==> src/rtl/pixel_generator.sv <==
// Raster-order AXI4-Stream pixel source with a small AXI4-Lite register file.
// Pixel = {8'h00, x[7:0], y[7:0], reg0[7:0]}; one beat per accepted handshake.
module pixel_generator #(
    parameter int unsigned X_SIZE        = 640,
    parameter int unsigned Y_SIZE        = 480,
    parameter int unsigned REG_FILE_SIZE = 8
) (
    input  logic        out_stream_aclk,
    input  logic        s_axi_lite_aclk,
    input  logic        axi_resetn,
    input  logic        periph_resetn,

    output logic [31:0] out_stream_tdata,
    output logic [3:0]  out_stream_tkeep,
    output logic        out_stream_tlast,
    input  logic        out_stream_tready,
    output logic        out_stream_tvalid,
    output logic        out_stream_tuser,

    input  logic [7:0]  s_axi_lite_awaddr,
    input  logic        s_axi_lite_awvalid,
    output logic        s_axi_lite_awready,
    input  logic [31:0] s_axi_lite_wdata,
    input  logic        s_axi_lite_wvalid,
    output logic        s_axi_lite_wready,
    output logic [1:0]  s_axi_lite_bresp,
    output logic        s_axi_lite_bvalid,
    input  logic        s_axi_lite_bready,
    input  logic [7:0]  s_axi_lite_araddr,
    input  logic        s_axi_lite_arvalid,
    output logic        s_axi_lite_arready,
    output logic [31:0] s_axi_lite_rdata,
    output logic [1:0]  s_axi_lite_rresp,
    output logic        s_axi_lite_rvalid,
    input  logic        s_axi_lite_rready
);

    localparam int unsigned XW = $clog2(X_SIZE);
    localparam int unsigned YW = $clog2(Y_SIZE);
    localparam int unsigned IW = $clog2(REG_FILE_SIZE);

    wire clk = out_stream_aclk;

    logic [XW-1:0] x;
    logic [YW-1:0] y;
    logic          tvalid_q;
    logic [31:0]   regs [REG_FILE_SIZE];

    logic          x_last;
    logic          y_last;
    logic [IW-1:0] widx;
    logic [IW-1:0] ridx;
    logic          wr_fire;
    logic          rd_fire;

    // Indices above the register count alias naturally by dropping upper address bits.
    assign widx    = s_axi_lite_awaddr[2 +: IW];
    assign ridx    = s_axi_lite_araddr[2 +: IW];
    assign x_last  = (x == XW'(X_SIZE - 1));
    assign y_last  = (y == YW'(Y_SIZE - 1));
    assign wr_fire = s_axi_lite_awvalid && s_axi_lite_awready && s_axi_lite_wvalid && s_axi_lite_wready;
    assign rd_fire = s_axi_lite_arvalid && s_axi_lite_arready;

    // Stream beat derived straight from the counters: zero-latency source, gated to 0 in reset.
    assign out_stream_tvalid = tvalid_q;
    assign out_stream_tkeep  = 4'hF;
    assign out_stream_tdata  = tvalid_q ? {8'h00, 8'(x), 8'(y), regs[0][7:0]} : 32'h0;
    assign out_stream_tuser  = tvalid_q && (x == '0) && (y == '0);
    assign out_stream_tlast  = tvalid_q && x_last && y_last;

    assign s_axi_lite_bresp = 2'b00;
    assign s_axi_lite_rresp = 2'b00;

    // Raster counters advance on each accepted beat; frame wraps after the last pixel.
    always_ff @(posedge clk) begin
        if (!periph_resetn) begin
            x        <= '0;
            y        <= '0;
            tvalid_q <= 1'b0;
        end else begin
            tvalid_q <= 1'b1;
            if (tvalid_q && out_stream_tready) begin
                if (x_last) begin
                    x <= '0;
                    y <= y_last ? '0 : y + YW'(1);
                end else begin
                    x <= x + XW'(1);
                end
            end
        end
    end

    // Write channel: address and data are accepted together, then a single OKAY response.
    always_ff @(posedge clk) begin
        if (!axi_resetn) begin
            s_axi_lite_awready <= 1'b0;
            s_axi_lite_wready  <= 1'b0;
            s_axi_lite_bvalid  <= 1'b0;
            for (int i = 0; i < int'(REG_FILE_SIZE); i++) regs[i] <= '0;
        end else begin
            s_axi_lite_awready <= 1'b0;
            s_axi_lite_wready  <= 1'b0;
            if (s_axi_lite_bvalid && s_axi_lite_bready) s_axi_lite_bvalid <= 1'b0;
            if (wr_fire) begin
                regs[widx]        <= s_axi_lite_wdata;
                s_axi_lite_bvalid <= 1'b1;
            end else if (s_axi_lite_awvalid && s_axi_lite_wvalid && !s_axi_lite_bvalid
                         && !s_axi_lite_awready) begin
                s_axi_lite_awready <= 1'b1;
                s_axi_lite_wready  <= 1'b1;
            end
        end
    end

    // Read channel: one-cycle arready pulse, data registered and held until rready.
    always_ff @(posedge clk) begin
        if (!axi_resetn) begin
            s_axi_lite_arready <= 1'b0;
            s_axi_lite_rvalid  <= 1'b0;
            s_axi_lite_rdata   <= '0;
        end else begin
            s_axi_lite_arready <= 1'b0;
            if (s_axi_lite_rvalid && s_axi_lite_rready) s_axi_lite_rvalid <= 1'b0;
            if (rd_fire) begin
                s_axi_lite_rdata  <= regs[ridx];
                s_axi_lite_rvalid <= 1'b1;
            end else if (s_axi_lite_arvalid && !s_axi_lite_rvalid && !s_axi_lite_arready) begin
                s_axi_lite_arready <= 1'b1;
            end
        end
    end

    // Second clock pin shares the stream clock net; ignored address bits are intentionally dropped.
    logic unused_bits;
    assign unused_bits = &{1'b0, s_axi_lite_aclk,
                           s_axi_lite_awaddr[7:2+IW], s_axi_lite_awaddr[1:0],
                           s_axi_lite_araddr[7:2+IW], s_axi_lite_araddr[1:0]};

endmodule

==> config.mk <==
export PLATFORM = sky130hd
export DESIGN_NAME = pixel_generator
export DESIGN_NICKNAME = d
export VERILOG_FILES = /design/src/rtl/pixel_generator.sv
export SDC_FILE = /design/constraint.sdc
export NUM_CORES = 1
export LEC_CHECK = 0
export ABC_AREA = 1
export ABC_CLOCK_PERIOD_IN_PS = 2900
export BUFFER_PORTS_ARGS = -buffer_cell sky130_fd_sc_hd__buf_2
export CORE_ASPECT_RATIO = 1.1
export CORE_MARGIN = 2
export CORE_UTILIZATION = 56
export DETAILED_ROUTE_END_ITERATION = 10
export PLACE_DENSITY = 0.88
export SLEW_MARGIN = 20
export SYNTH_ARGS = -nofsm -noshare
export SYNTH_HDL_FRONTEND = slang
export SYNTH_SLANG_ARGS = --single-unit
export TNS_END_PERCENT = 100
==> constraint.sdc <==
create_clock -name out_stream_aclk -period 2.9 [get_ports out_stream_aclk]
set_input_delay 0.435 -clock out_stream_aclk [delete_from_list [all_inputs] [get_ports out_stream_aclk]]
set_output_delay 0.435 -clock out_stream_aclk [all_outputs]
set_load 0.02 [all_outputs]
==> flow_summary.json <==
{
  "tightest_slew_ps": 643,
  "slew_headroom_pct": 57.1,
  "combinationalPowerShare_pct": 8.0,
  "min_period_over_period_pct": 84.7,
  "cts_tree": "done",
  "routedWlPerCell_um": 17.0,
  "antenna_left": 0,
  "insertion_delay_ps": 560,
  "synth_edf_count": 256,
  "mostFrequentLayoutCells": "nand2_1, nor2_1, edfxtp_1",
  "routed_wl_um": 36600,
  "min_period_ps": 2460,
  "layout_commonest_cell": "nand2_1",
  "antenna_found_initial": 1,
  "drive_gt1_share_pct": 13.8,
  "io_buffers": 110,
  "nNetsFinal": 1838,
  "p_int_mw": 7.51,
  "synthMuxAreaShare_pct": 0,
  "fin_tns_setup_ps": 0,
  "pin_count": 138,
  "finalHoldViolCount": 0,
  "p_clk_share_pct": 40.8,
  "required_ps": 2470,
  "power.density_mw_per_mm2": 592,
  "crit_arrival_ps": 2020,
  "clockBufferDepth": 3,
  "seq_power_share_pct": 51.3,
  "viasPerCell": 5.41,
  "start_kind": "flip-flop",
  "finalSetupViolCount": 0,
  "gp_congestion": 0.854,
  "dr.pass1.iters": 6,
  "endpoint_kind": "output pin",
  "num_rows": 62,
  "coreArea_sq_mm": 0.0261,
  "path_max_fanout": 5,
  "synth_cells": 1691,
  "yosys.area_share.simple_pct": 26.8,
  "ys_async_sr_fraction_pct": 0,
  "grt_overflow": 0,
  "die_w_um": 160,
  "p_leak_nw": 7.83,
  "clock.fmax_mhz": 407,
  "groute.usage.overall_pct": 25.7,
  "drtIter0Drc": 1604,
  "root_buffer": "clkbuf_16",
  "avgSynthCellArea_sq_um": 8.83,
  "seq_area_frac_synth_pct": 59.0,
  "status": "finished, final reports clean",
  "grt_pass1_wl_um": 57300,
  "synth_fa_ha_area_share_pct": 0.335,
  "yosys.area_share.xor_xnor_pct": 0.235,
  "clock-sinks": 312,
  "cts_buffers": 30,
  "rsz0062_at_grt": "false",
  "swShare_pct": 23.4,
  "synthFlopType": "edfxtp_1",
  "num_vias": 11700,
  "cts_resized": 0,
  "synth_top_area_share_pct": 51.5,
  "power_mw": 9.80,
  "synth_top_family_by_area": "simple AND/OR/NAND/NOR gates",
  "syn_area_sq_mm": 0.0149,
  "grt_max_degree": 135,
  "route.detailed.drc": 0,
  "ys_ff_latch": 312,
  "holdBufCountCts": 0,
  "synth_top_area_cell": "edfxtp_1",
  "fill_cells": 2017,
  "final_max_slew_viol_count": 0,
  "peakVddDrop_mv": 0.405,
  "hold-worst-slack_ps": 78.7,
  "setup.worst_path.class": "reg -> out",
  "fin_skew_ps": 10.5,
  "cap_violations": 0,
  "ys.warnings.count": 0,
  "clk_pin_slew_worst_paths_ps": 60,
  "die_height_um": 175,
  "postCtsSetupBuffers": 0,
  "dp_hpwl_um": 21600,
  "htreeDepth": 1,
  "start_util_pct": 57.1,
  "p_sw_mw": 2.29,
  "synth.distinct_cells": 34,
  "hold_path_class": "in -> reg",
  "synth_area_leaders": "edfxtp_1, nand2_1, nor2_1",
  "die_area_sq_mm": 0.0280,
  "syn2layout_area_growth_pct": 10.8,
  "grt_pass1_vias": 11700,
  "fin_util_pct": 63.3,
  "synth_compound_area_share_pct": 2.77
}
==> path summary, 6_finish.rpt <==
check	depth (start not counted)	to	startpoint	slack, ps
worst max-delay path	8	out_stream_tlast	y[0]	440
worst min-delay path	2	s_axi_lite_bvalid	s_axi_lite_bready	80
worst max register to register	5	regs[5][28]	s_axi_lite_wready	890
worst min register to register	1	s_axi_lite_arready	s_axi_lite_rvalid	440
==> area by class of cell <==
type	instances	area, sq um	share of cell area, %
diodes	2	5.00	0.0303
inverters	233	877	5.30
flip-flops and latches	312	8810	53.2
repair buffers	144	846	5.11
well taps	352	440	2.66
clock buffers	39	806	4.87
multi-input cells	1055	4570	27.6
clock inverters	17	194	1.17
==> cell families (layout without fill, tap and decap cells) <==
| family | Yosys count | in the layout |
|---|---|---|
| compound gates | 82 | 82 |
| xor+xnor | 4 | 4 |
| fa+ha+maj | 4 | 4 |
| buf+inv | 338 | 433 |
| flops | 312 | 312 |
| other cells | 2 | 18 |
| simple gates | 949 | 949 |
==> synthesized netlist by cell type (2+ instances only) <==
master	instances
clkbuf_2	2
nor3_1	2
nor2_1	326
buf_2	24
or2_2	32
buf_4	28
dfxtp_1	56
nand2_1	409
nand2_4	9
inv_2	4
nand4_1	5
o21ai_0	38
a21oi_1	37
conb_1	2
clkbuf_1	20
edfxtp_1	256
buf_6	27
ha_1	4
nor2_8	2
o21ai_1	5
buf_1	4
nor2_2	5
xor2_1	4
inv_1	227
nand3_1	154
==> critical path: stages (launching register included) <==
cell,delay (ps)
dfxtp_1,410
ha_1,210
nand2_1,100
nor2_1,180
nand2_1,120
inv_1,110
nand2_1,60
nor2_1,100
buf_2,170
==> stage by stage <==
step	setup slack, ps	area [sq um]	cells
floorplan	643	15000	1705
global placement	615	15500	2096
detailed placement	542	15500	2096
CTS	456	16500	2152
global route	284	16500	2152
finish	443	16500	2154
==> state kept, by name (all words and copies together), names as in the netlist <==
register,cells
s_axi_lite_bvalid,1
out_stream_tvalid,1
x,10
s_axi_lite_rdata,32
y,9
regs,256
s_axi_lite_arready,1
s_axi_lite_rvalid,1
s_axi_lite_wready,1
==> power by group through the flow <==
stage / registers, mW / clock network (mW) / logic (mW)
detailed placement: 5.12 / 0 / 0.763
CTS: 5.02 / 4.02 / 0.774
global placement: 5.11 / 0 / 0.734
finish: 5.02 / 3.99 / 0.780
floorplan: 5.14 / 0 / 0.506
global route: 5.04 / 4.18 / 0.852
==> routing by layer <==
layer  wire, um  track usage, %  up-vias
li1           -               -     5449
met1      13000            29.6     5371
met2      18400            46.4      686
met3       3550            3.97      143
met4       1600            13.4        2
met5         13               0        -
No activity file was read; power rests on OpenSTA's default activity.
